### config.mk
export PLATFORM = sky130hd
export DESIGN_NAME = multicycle_control_unit
export DESIGN_NICKNAME = d
export VERILOG_FILES = /design/src/rtl/ctrl_pkg.sv /design/src/rtl/main_decoder.sv /design/src/rtl/multicycle_control_unit.sv
export SDC_FILE = /design/constraint.sdc
export NUM_CORES = 1
export LEC_CHECK = 0
export CAP_MARGIN = 20
export CORE_ASPECT_RATIO = 0.8
export CORE_UTILIZATION = 47
export CTS_BUF_LIST = sky130_fd_sc_hd__clkbuf_8
export CTS_CLUSTER_SIZE = 16
export DETAILED_ROUTE_END_ITERATION = 8
export GPL_ROUTABILITY_DRIVEN = 0
export PLACE_DENSITY = 0.86
export SYNTH_ARGS = -nofsm -noshare
export SYNTH_HDL_FRONTEND = slang
export SYNTH_SLANG_ARGS = --single-unit
### constraint.sdc
create_clock -name clk -period 3.3 [get_ports clk]
set_input_delay 0.33 -clock clk [delete_from_list [all_inputs] [get_ports clk]]
set_output_delay 0.33 -clock clk [all_outputs]
set_load 0.1 [all_outputs]
### src/rtl/ctrl_pkg.sv
// ctrl_pkg: opcodes, FSM state encodings and ALUOp codes shared by the multicycle control unit.
package ctrl_pkg;
    localparam logic [6:0] OP_LOAD   = 7'b0000011;
    localparam logic [6:0] OP_STORE  = 7'b0100011;
    localparam logic [6:0] OP_RTYPE  = 7'b0110011;
    localparam logic [6:0] OP_BRANCH = 7'b1100011;
    localparam logic [6:0] OP_IALU   = 7'b0010011;
    localparam logic [6:0] OP_NOP    = 7'b0000000;
    typedef enum logic [2:0] {
        S_FETCH  = 3'd0,
        S_DECODE = 3'd1,
        S_EXEC   = 3'd2,
        S_MEM    = 3'd3,
        S_WB     = 3'd4,
        S_TRAP   = 3'd5
    } state_e;
    localparam logic [1:0] ALUOP_ADD   = 2'b00;
    localparam logic [1:0] ALUOP_SUB   = 2'b01;
    localparam logic [1:0] ALUOP_FUNCT = 2'b10;
endpackage

### src/rtl/main_decoder.sv
// main_decoder: static per-opcode controls and instruction class flags; the FSM gates them by state.
module main_decoder
    import ctrl_pkg::*;
(
    input  logic [6:0] op,
    output logic       alu_src,
    output logic       mem_to_reg,
    output logic [1:0] alu_op,
    output logic       is_load,
    output logic       is_store,
    output logic       is_branch,
    output logic       is_alu,
    output logic       is_legal
);
    always_comb begin
        is_load    = op == OP_LOAD;
        is_store   = op == OP_STORE;
        is_branch  = op == OP_BRANCH;
        is_alu     = op == OP_RTYPE || op == OP_IALU;
        is_legal   = is_load || is_store || is_branch || is_alu;
        alu_src    = is_load || is_store || op == OP_IALU;
        mem_to_reg = is_load;
        alu_op     = op == OP_RTYPE ? ALUOP_FUNCT : is_branch ? ALUOP_SUB : ALUOP_ADD;
    end
endmodule

### src/rtl/multicycle_control_unit.sv
// multicycle_control_unit: RV32I Moore FSM sequencing fetch/decode/exec/mem/wb over a shared memory.
// Define CTRL_ILLEGAL_TRAP_EN to trap illegal opcodes (adds illegal_instr); otherwise they retire as NOPs.
module multicycle_control_unit
    import ctrl_pkg::*;
#(
    parameter int         ALUOP_W    = 2,
    parameter int         CNT_W      = 32,
    parameter logic [6:0] NOP_OPCODE = OP_NOP
) (
    input  logic               clk,
    input  logic               reset,
    input  logic [6:0]         opcode,
    input  logic               mem_ready,
    output logic               mem_req,
    output logic               mem_addr_sel,
    output logic               pc_write,
    output logic               ir_write,
    output logic               branch,
    output logic               mem_read,
    output logic               mem_to_reg,
    output logic               mem_write,
    output logic               alu_src,
    output logic               reg_write,
    output logic [ALUOP_W-1:0] alu_op,
    output logic [2:0]         state,
`ifdef CTRL_ILLEGAL_TRAP_EN
    output logic               illegal_instr,
`endif
    output logic [CNT_W-1:0]   instr_retired
);
    state_e           state_q, state_d;
    logic [6:0]       op_q, op_d;
    logic [CNT_W-1:0] cnt_q, cnt_d;
    logic             retire;
    logic [1:0]       aop;
    logic             d_alu_src, d_mem_to_reg, is_load, is_store, is_branch, is_alu, is_legal;
    logic [1:0]       d_alu_op;

    assign op_d = state_q == S_DECODE ? opcode : op_q;

    // Decoding op_d lets DECODE branch on the live opcode; later states see op_q unchanged.
    main_decoder u_dec (
        .op(op_d), .alu_src(d_alu_src), .mem_to_reg(d_mem_to_reg), .alu_op(d_alu_op),
        .is_load(is_load), .is_store(is_store), .is_branch(is_branch), .is_alu(is_alu),
        .is_legal(is_legal)
    );

    always_comb begin
        state_d      = state_q;
        retire       = 1'b0;
        mem_req      = 1'b0;
        mem_addr_sel = 1'b0;
        pc_write     = 1'b0;
        ir_write     = 1'b0;
        branch       = 1'b0;
        mem_read     = 1'b0;
        mem_to_reg   = 1'b0;
        mem_write    = 1'b0;
        alu_src      = 1'b0;
        reg_write    = 1'b0;
        aop          = ALUOP_ADD;
`ifdef CTRL_ILLEGAL_TRAP_EN
        illegal_instr = 1'b0;
`endif
        case (state_q)
            S_FETCH: begin
                mem_req  = 1'b1;
                mem_read = 1'b1;
                ir_write = mem_ready;
                pc_write = mem_ready;
                state_d  = mem_ready ? S_DECODE : S_FETCH;
            end
            S_DECODE: begin
                if (op_d != NOP_OPCODE && is_legal) begin
                    state_d = S_EXEC;
                end else begin
`ifdef CTRL_ILLEGAL_TRAP_EN
                    state_d = op_d == NOP_OPCODE ? S_FETCH : S_TRAP;
                    retire  = op_d == NOP_OPCODE;
`else
                    state_d = S_FETCH;
                    retire  = 1'b1;
`endif
                end
            end
            S_EXEC: begin
                alu_src = d_alu_src;
                aop     = d_alu_op;
                branch  = is_branch;
                retire  = is_branch;
                state_d = is_branch ? S_FETCH : is_alu ? S_WB : S_MEM;
            end
            S_MEM: begin
                mem_req      = 1'b1;
                mem_addr_sel = 1'b1;
                alu_src      = 1'b1;
                mem_read     = is_load;
                mem_write    = is_store;
                retire       = mem_ready && is_store;
                state_d      = !mem_ready ? S_MEM : is_load ? S_WB : S_FETCH;
            end
            S_WB: begin
                reg_write  = 1'b1;
                mem_to_reg = d_mem_to_reg;
                retire     = 1'b1;
                state_d    = S_FETCH;
            end
`ifdef CTRL_ILLEGAL_TRAP_EN
            S_TRAP: illegal_instr = 1'b1;
`endif
            default: state_d = S_FETCH;
        endcase
        cnt_d = cnt_q + CNT_W'(retire);
        // Nothing escapes during the reset cycle, so a half-finished store never reaches memory.
        if (reset) begin
            mem_req      = 1'b0;
            mem_addr_sel = 1'b0;
            pc_write     = 1'b0;
            ir_write     = 1'b0;
            branch       = 1'b0;
            mem_read     = 1'b0;
            mem_to_reg   = 1'b0;
            mem_write    = 1'b0;
            alu_src      = 1'b0;
            reg_write    = 1'b0;
            aop          = ALUOP_ADD;
`ifdef CTRL_ILLEGAL_TRAP_EN
            illegal_instr = 1'b0;
`endif
        end
    end

    assign alu_op        = ALUOP_W'(aop);
    assign state         = reset ? 3'd0 : state_q;
    assign instr_retired = reset ? '0 : cnt_q;

    always_ff @(posedge clk) begin
        if (reset) begin
            state_q <= S_FETCH;
            op_q    <= NOP_OPCODE;
            cnt_q   <= '0;
        end else begin
            state_q <= state_d;
            op_q    <= op_d;
            cnt_q   <= cnt_d;
        end
    end
endmodule
## Word-level counts from Yosys, hierarchy flattened

Index checks and enable logic that the tools add are counted.

| storage, ports and cells | value |
|---|---|
| bits in registers | 42 |
| input port bits | 10 |
| output and inout port bits | 47 |
| word-level logic and storage cells | 57 |

| cells by class | value |
|---|---|
| add/sub/neg operators | 1 |
| eq/ne operators | 9 |
| multiplexer cells | 34 |
| reduce and logical (&&, ||, !) cells | 10 |

Operators by type and width:

| operator | count |
|---|---|
| adder 32 x 1 -> 32 bit | 1 |
| two-way mux 32 bit | 1 |
| two-way mux 1 bit | 19 |
| two-way mux 3 bit | 5 |
| equality test 7 x 6 -> 1 bit (second input constant) | 2 |
| one-hot mux 3 bit (4 select lines) | 1 |
| two-way mux 2 bit | 4 |
| equality test 7 x 2 -> 1 bit (second input constant) | 1 |
| equality test 7 x 5 -> 1 bit (second input constant) | 1 |
| equality test 7 bit (second input constant) | 1 |
| two-way mux 7 bit | 1 |
| nonzero test 7 bit | 1 |
| equality test 3 x 2 -> 1 bit (second input constant) | 2 |
| logical OR 1 bit | 5 |
| one-hot mux 1 bit (2 select lines) | 2 |
| one-hot mux 1 bit (4 select lines) | 1 |
| equality test 3 x 1 -> 1 bit (second input constant) | 1 |
| equality test 3 bit (second input constant) | 1 |
| zero test 3 bit | 1 |
| logical AND 1 bit | 2 |
| OR reduction 2 bit | 1 |

## Depth between registers and ports, before layout

Gate-level depths: netlist (run 1).

| logic depth | value |
|---|---|
| depth after elaboration | 10 |
| depth in mapped cells | 12 |

## Hierarchy

From an unflattened synthesis (run 1), not the netlist that was laid out.

| unflattened totals | value |
|---|---|
| cell total of the unflattened synthesis | 287 |
| area, all modules | 2376.0 µm² |

By module, submodules not included:

| module | times used | cells each | area an instance (µm²) | seq. area each (µm²) |
|---|---|---|---|---|
| multicycle_control_unit | 1 | 273 | 2264.7 | 840.8 |
| main_decoder | 1 | 14 | 111.4 | 0.0 |

## Worst setup path after synthesis (run 1)

OpenSTA, ideal clock, no wires.

| timing path | value |
|---|---|
| kind | register to output |
| from | register state_q[2] |
| to | output alu_src |
| data arrival time | 6.021 ns |
| data required time | 2.970 ns |
| path slack | -3.051 ns |
| cell stages (with the launch flop) | 6 |
| cells stage by stage | dfxtp_1 clkbuf_1 nor3b_1 mux2i_1 o22ai_1 a2111oi_0 |

| on the way | value |
|---|---|
| word-level cells in the longest chain between the ends | 7 |
| elaborated cells on any way between the ends | 11 |

Ends and longest elaborated chain:

| element | RTL line | RTL |
|---|---|---|
| from (decl) | multicycle_control_unit.sv:31 | `state_e state_q, state_d;` |
| from (signal assigned) | multicycle_control_unit.sv:143 | `state_q <= state_d;` |
| equality test 3 x 1 -> 1 bit | multicycle_control_unit.sv:39 | `assign op_d = state_q == S_DECODE ? opcode : op_q;` |
| two-way mux 7 bit | multicycle_control_unit.sv:39 |  |
| equality test 7 x 2 -> 1 bit or equality test 7 x 6 -> 1 bit (tied branches) | main_decoder.sv:16, main_decoder.sv:17 |  |
| logical OR 1 bit (2 in a row) | main_decoder.sv:21 | `alu_src = is_load \|\| is_store \|\| op == OP_IALU;` |
| one-hot mux 1 bit (2 select lines) (*) | multicycle_control_unit.sv:65 | `case (state_q)` |
| two-way mux 1 bit (*) | multicycle_control_unit.sv:115 | `if (reset) begin` |
| to (decl) | multicycle_control_unit.sv:22 | `output logic alu_src,` |

Every way passes the cells marked *; elsewhere a longest branch is shown, timed or not.

## Worst setup path after layout (run 1)

| timing path | value |
|---|---|
| from | input opcode[0] |
| to | register cnt_q[24] |

| on the way | value |
|---|---|
| word-level cells in the longest chain between the ends | 9 |
| elaborated cells on any way between the ends | 16 |

Ends and longest elaborated chain:

| element | RTL line | RTL |
|---|---|---|
| from (decl) | multicycle_control_unit.sv:12 | `input logic [6:0] opcode,` |
| two-way mux 7 bit (*) | multicycle_control_unit.sv:39 |  |
| equality test 7 x 2 -> 1 bit or equality test 7 x 6 -> 1 bit (tied branches) | main_decoder.sv:16, main_decoder.sv:17 |  |
| logical OR 1 bit (3 in a row) | main_decoder.sv:20 | `is_legal = is_load \|\| is_store \|\| is_branch \|\| is_alu;` |
| logical AND 1 bit | multicycle_control_unit.sv:74 | `if (op_d != NOP_OPCODE && is_legal) begin` |
| two-way mux 1 bit | multicycle_control_unit.sv:74 |  |
| one-hot mux 1 bit (4 select lines) (*) | multicycle_control_unit.sv:65 |  |
| adder 32 x 1 -> 32 bit (*) | multicycle_control_unit.sv:113 | `cnt_d = cnt_q + CNT_W'(retire);` |
| to (signal assigned) | multicycle_control_unit.sv:145 | `cnt_q <= cnt_d;` |
| to (decl) | multicycle_control_unit.sv:33 | `logic [CNT_W-1:0] cnt_q, cnt_d;` |

Marks and branches as above.
A chain may end at the register's enable or synchronous reset.

==> results.py, run 1 <==
metrics = {
    "route": {
        "vias_per_cell": 5.53,
        "vias": 2344,
        "wl_um": 6060,
        "wl_per_cell_um": 14.3,
        "routed.top_layer": "met4",
        "wl_met1_um": 2800,
        "met2_wirelength_um": 2870,
        "ant_nets": 0,
        "detail_route.first_pass.iterations": 4,
        "drcViolationCount": 0,
        "drt-initial-drc-count": 145,
        "route.met3.wl_um": 328,
    },
    "sta": {
        "rsz0062_at_grt": "false",
        "slew_violations": 0,
        "setup_violations": 0,
        "max-slew-margin-rel_pct": 51.2,
        "fmax_mhz": 321,
        "finalCritPeriodShare_pct": 94.5,
        "setup_tns_ps": 0,
        "finalCriticalPeriod_ps": 3120,
        "finClkSkew_ps": 9.26,
        "worstMarginPinSlew_ps": 732,
        "hold_viol": 0,
        "hold_ws_ps": 460,
    },
    "place": {
        "placed_area_um2": 3040,
        "dp_hpwl_um": 4470,
        "io_buffers": 56,
    },
    "floorplan": {
        "fp.dieH_um": 66.0,
        "fp.dieArea_um2": 5420,
        "core_um2": 4760,
        "io_pins": 57,
        "row_count": 22,
        "dieWidth_um": 82.1,
        "initial_core_util_pct": 50.6,
    },
    "layout": {
        "design_area_um2": 3140,
        "nets": 375,
        "n_fill_cell": 391,
        "mostFrequentLayoutCell": "buf_4",
        "final_cell_mix": "59 x buf_4, 49 x nor2_1, 42 x dfxtp_1",
        "multi_input_area_um2": 1460,
        "final_layout_size_suffix_gt1_share_pct": 27.5,
        "diodes": 0,
        "seqCellArea_um2": 841,
        "syn2layout_area_growth_pct": 30.2,
    },
    "yosys": {
        "yosysUniqueCellTypes": 48,
        "netlist_area_um2": 2410,
        "ys_seq_elements": 42,
        "synth_warnings": 0,
        "async_reset_ff_share_pct": 0,
        "postSynthCellCount": 302,
        "synth_edf_count": 0,
        "syn_area_per_cell_um2": 7.98,
        "synth_nets": 314,
        "seq_area_frac_synth_pct": 34.9,
        "synth-main-ff-cell": "dfxtp_1",
    },
    "power": {
        "fin_total_pwr_uw": 997,
        "leakage_nw": 1.26,
        "irDropWorstVdd_mv": 0.309,
        "cellPowerDensity_nw_per_um2": 318,
    },
    "hold_path": {
        "whs_path_depth": 2,
        "min-delay-path-class": "flip-flop to flip-flop",
        "min_from": "op_q[2]",
        "hold_path_end": "op_q[2]",
    },
    "cts": {
        "clkTransAtPathRegs_ps": 80,
        "clk_latency_ps": 290,
        "numCtsBuffers": 5,
        "cts.sinks": 42,
        "postCtsHoldBufs": 0,
        "cts_tree": "built",
        "cts_htree_levels": 2,
        "clockRootBuffer": "clkbuf_8",
        "clock_path_buffers": 2,
    },
    "critical_path": {
        "worst-r2r-setup-slack_ps": 190,
        "crit_chain": "clkdlybuf4s50_1 -> nor4bb_2 -> a31oi_1 -> o31ai_1 -> ha_1 -> ha_1 -> nand2_1 -> or2_1 -> buf_4 -> nor3_1 -> mux2_2",
        "path_class": "input pin to flip-flop",
        "max_stage_delay_ps": 470,
        "cp_common_cell": "ha_1",
        "cp_slowest_cell": "clkdlybuf4s50_1",
        "worst-path-buf-inv": 2,
        "crit_family": "simple AND/OR/NAND/NOR gates",
        "worstPathArrival_ps": 3310,
        "reg2regPathDepth": 11,
        "crit_path_end_kind": "flip-flop",
        "timing.rr.start": "op_q[3]",
        "crit_required_ps": 3490,
        "crit_path_start_kind": "input pin",
        "worstPathMaxFanout": 6,
        "r2r-end": "cnt_q[24]",
    },
    "run_status": {
        "status": "finished, final reports clean",
    },
    "global_route": {
        "overflow": 0,
        "antenna_found_initial": 0,
        "grtUsageTotal_pct": 23.8,
        "grt_max_degree": 42,
        "grt_pass1_wl_um": 9760,
        "first_global_vias": 2160,
    },
    "run": {
        "drv_cap": 0,
    },
}
-- power breakdown --
part | internal [mW] | switching (mW) | leakage [nW]
registers | 0.514 | 0.00637 | 0.339
clock network | 0.166 | 0.170 | 0.0524
logic | 0.0446 | 0.0963 | 0.873
-- how the worst max path moves through the flow --
stage / start / end / slack, ps / cells after the start
2_1_floorplan: state_q[2] / alu_op[0] / -440 / 5
3_3_place_gp: opcode[0] / cnt_q[24] / 40 / 11
3_5_place_dp: opcode[0] / cnt_q[24] / -170 / 11
4_1_cts: opcode[0] / cnt_q[24] / 140 / 11
5_1_grt: op_q[3] / cnt_q[24] / 30 / 11
6_report: opcode[0] / cnt_q[24] / 180 / 11
-- synth_stat cells (all sizes together) (3+ instances only) --
| cell type | count | share of area, % |
|---|---|---|
| nor2 | 51 | 7.9 |
| and3 | 5 | 1.3 |
| xnor2 | 11 | 4.0 |
| mux2i | 4 | 1.7 |
| buf | 9 | 2.4 |
| clkbuf | 10 | 1.6 |
| mux2 | 15 | 7.0 |
| inv | 10 | 1.6 |
| nor3b | 3 | 0.93 |
| a31oi | 3 | 0.78 |
| nor2b | 30 | 7.8 |
| nand2 | 19 | 3.0 |
| dfxtp | 42 | 35 |
| and4 | 3 | 1.1 |
| a21oi | 10 | 2.1 |
| nand3 | 10 | 2.1 |
| or3 | 3 | 0.78 |
| or2 | 3 | 0.78 |
| nor3 | 17 | 3.5 |
| nand4 | 7 | 2.6 |
| nor4 | 11 | 2.9 |
| xor2 | 3 | 1.1 |
-- tightest hold or removal path, delay by kind of cell (launching register included) --
| kind | cells | cell delay, ps |
|---|---|---|
| AO/OA/AOI/OAI | 1 | 50 |
| flip-flops | 1 | 310 |
| AND/OR/NAND/NOR | 1 | 50 |
-- sequential cells by signal, indices dropped and copies added (netlist names) --
signal / flops
state_q: 3
cnt_q: 32
op_q: 7
-- what timing repair did --
item / CTS / global route
gates resized for setup: 0 / 1
setup buffers: 0 / 0
setup endpoints to repair: 0 / 7
-- area by class of cell --
| type | count | share of cell area, % |
|---|---|---|
| clock buffer | 6 | 2.63 |
| clock inverter | 2 | 0.279 |
| inverter | 11 | 1.32 |
| multi-input combinational | 230 | 46.5 |
| sequential | 42 | 26.8 |
| tap | 60 | 2.39 |
| timing repair buffer | 73 | 20.0 |
-- stage by stage --
step                cells  worst slack, ps  util [%]
detailed placement    416             -167      63.8
CTS                   424              141      65.7
finish                424              181      65.9
global route          424             29.3      65.9
global placement      416             39.4      63.8
floorplan             302             -436         -
-- per-layer routing --
metal | global-route usage (%) | vias up
li1 | - | 1168
met1 | 31.9 | 1096
met2 | 36.6 | 74
met3 | 5.66 | 6
met4 | 8.99 | 0
met5 | 0 | -
-- cell families after synthesis --
kind of cell | Yosys count | synth area share, %
simple gates | 172 | 38.6
mux | 19 | 8.67
buf+inv | 30 | 5.71
compound gates | 23 | 5.97
fa+ha+maj | 2 | 1.04
flops | 42 | 34.9
xor+xnor | 14 | 5.09
Note: power is estimated with default switching activity, not from simulation.
==> inputs of run 2 (changes only) <==
- CORE_UTILIZATION: 47 -> 50
- PLACE_DENSITY: 0.86 -> 0.87
- SYNTH_HIERARCHICAL: not set -> 1
- clock period: 3.3 -> 2.9 ns (I/O delays scaled with it)
==> results.py, run 2 <==
metrics = {
    "cts": {
        "clk_latency_ps": 300,
        "numCtsBuffers": 5,
        "clkTransAtPathRegs_ps": 80,
        "clock_path_buffers": 2,
        "cts.sinks": 42,
        "cts_tree": "built",
        "cts_htree_levels": 2,
        "clockRootBuffer": "clkbuf_8",
    },
    "global_route": {
        "grtUsageTotal_pct": 23.7,
        "grt_max_degree": 32,
        "antenna_found_initial": 0,
        "overflow": 0,
        "first_global_vias": 1976,
        "grt_pass1_wl_um": 9310,
    },
    "layout": {
        "stdcell_count": 417,
        "top_register": "cnt_q",
        "final_cell_mix": "60 x buf_4, 42 x nor2b_1, 40 x dfxtp_1",
        "final_layout_size_suffix_gt1_share_pct": 40.1,
        "nets": 368,
        "design_area_um2": 3410,
        "fin_util_pct": 74.6,
        "diodes": 0,
        "n_fill_cell": 331,
        "mostFrequentLayoutCell": "buf_4",
        "top_regs": "cnt_q x32, op_q x7, state_q x3",
        "syn2layout_area_growth_pct": 43.5,
        "largest_register_ffs": 32,
    },
    "critical_path": {
        "crit_required_ps": 3090,
        "timing.rr.start": "state_q[2]",
        "crit_path_end_kind": "flip-flop",
        "setup.worst_path.start": "state_q[2]",
        "crit_path_start_kind": "flip-flop",
        "worstPathMaxFanout": 6,
        "endpoint": "cnt_q[29]",
        "path_class": "flip-flop to flip-flop",
        "reg2regPathDepth": 14,
        "worst-r2r-setup-slack_ps": -190,
        "worstPathArrival_ps": 3280,
        "r2r-end": "cnt_q[29]",
    },
    "sta": {
        "fmax_mhz": 324,
        "finalCritPeriodShare_pct": 106,
        "finClkSkew_ps": 7.00,
        "setup_violations": 22,
        "finalCriticalPeriod_ps": 3090,
        "worstMarginPinSlew_ps": 479,
        "rsz0062_at_grt": "true",
        "slew_violations": 0,
        "hold_ws_ps": 396,
        "setup_ws_ps": -187,
        "hold_viol": 0,
        "max-slew-margin-rel_pct": 68.0,
    },
    "run": {
        "drv_cap": 0,
    },
    "yosys": {
        "synthMuxAreaShare_pct": 9.00,
        "synth_nets": 299,
        "synth_warnings": 6,
        "synth.area.top_cells": "dfxtp_1 35%, nor2b_1 11%, mux2_2 9.0%",
        "yosysUniqueCellTypes": 39,
        "synth_most_common_cell": "nor2b_1",
        "postSynthCellCount": 287,
        "syn_area_per_cell_um2": 8.28,
        "async_reset_ff_share_pct": 0,
        "synth_top_family_by_area": "simple AND/OR/NAND/NOR gates",
        "synth_compound_area_share_pct": 5.63,
        "synth_top_cell_by_area": "dfxtp_1",
        "synthAdderAreaFrac_pct": 1.05,
        "yosys.area_share.xor_xnor_pct": 4.05,
        "seq_area_frac_synth_pct": 35.4,
        "synth-main-ff-cell": "dfxtp_1",
        "synth_edf_count": 0,
        "yosys-top-cells-count": "43 x nor2b_1, 42 x dfxtp_1, 35 x nor2_1",
        "ys_seq_elements": 42,
        "netlist_area_um2": 2380,
        "synthSimpleGateAreaFrac_pct": 39.9,
        "synth.top_cell.area_share_pct": 35.4,
    },
    "floorplan": {
        "dieWidth_um": 79.1,
        "fp.dieH_um": 63.7,
        "core_um2": 4570,
        "fp.dieArea_um2": 5030,
        "initial_core_util_pct": 52.0,
        "io_pins": 57,
        "row_count": 22,
    },
    "power": {
        "leakage_nw": 1.37,
        "cellPowerDensity_nw_per_um2": 334,
        "irDropWorstVdd_mv": 0.212,
    },
    "route": {
        "vias": 2218,
        "wl_per_cell_um": 13.6,
        "drt-initial-drc-count": 95,
        "vias_per_cell": 5.32,
        "drcViolationCount": 0,
        "ant_nets": 0,
        "detail_route.first_pass.iterations": 4,
        "wl_um": 5660,
    },
    "place": {
        "io_buffers": 56,
        "dpl_worst_slack_ps": -320,
        "placed_area_um2": 3140,
        "dp_hpwl_um": 4130,
        "placed_cells": 405,
    },
    "run_status": {
        "violations": "setup timing",
        "status": "finished, violations left",
    },
    "hold_path": {
        "min-delay-path-class": "input pin to flip-flop",
    },
}
==> run 2: layout make-up <==
| cell class | count | area [µm²] | share of cell area, % |
|---|---|---|---|
| sequential | 42 | 843 | 24.7 |
| inverter | 5 | 18.8 | 0.550 |
| timing repair buffer | 79 | 709 | 20.8 |
| clock buffer | 6 | 82.6 | 2.42 |
| clock inverter | 2 | 12.5 | 0.367 |
| multi-input combinational | 223 | 1670 | 48.9 |
| tap | 60 | 75.1 | 2.20 |
==> run 2: through the flow <==
step                      total power [mW]  setup TNS [ps]
after floorplan                      0.698           -1080
after global placement               0.743           -3850
after detailed placement             0.747           -4720
after CTS                             1.14           -2080
after global routing                  1.18           -6490
final                                 1.14           -2190
==> run 2: metal layers <==
layer  up-vias  track usage [%]  routed length, µm
met3         9             4.93                249
met4         0             7.95                 82
met1      1027             33.0               2710
met2        60             36.1               2620
met5         -                0                  0
li1       1122                -                  -
==> run 2: how the worst min path moves through the flow <==
stage | to | cells past startpoint | slack, ps | startpoint
5_1_grt | op_q[4] | 2 | 410 | reset
3_3_place_gp | cnt_q[17] | 2 | 490 | cnt_q[17]
4_1_cts | op_q[5] | 2 | 390 | reset
2_1_floorplan | state_q[2] | 2 | 450 | mem_ready
3_5_place_dp | cnt_q[17] | 2 | 500 | cnt_q[17]
6_report | op_q[5] | 2 | 400 | reset
==> run 2: worst max-delay path: stages, from the launching register on <==
cell and delay, ps:
dfxtp_2 330, nand2b_4 140, nor2_4 180, mux2_4 320, nand4bb_4 290, nor3_4 150
nand2_1 60, nand2_1 60, o21ai_1 60, o22ai_1 200, ha_2 230, and2_4 180
nand4_4 150, nor4_1 260, mux2_2 370
==> run 2: power breakdown <==
group	switching (mW)	total, mW	internal (mW)
Combinational	0.0971	0.157	0.0594
Sequential	0.00383	0.587	0.584
Clock	0.202	0.393	0.191
Total	0.303	1.14	0.834
==> run 2: repair_timing <==
action,CTS,global route
endpoints found under the setup margin,21,31
gates cloned,1,0
buffers inserted,2,1
resized for setup,12,16
hold buffers,0,0
pin swaps,5,2
==> run 2: kinds of logic (layout without fill, tap and decap cells) <==
family / after synthesis / in the layout
adders and majority gates: 2 / 2
DFF: 42 / 42
buffers and inverters: 23 / 92
and+or+nand+nor: 165 / 166
AOI/OAI and AO/OA: 25 / 25
xor gates and xnor gates: 11 / 11
muxes: 19 / 19
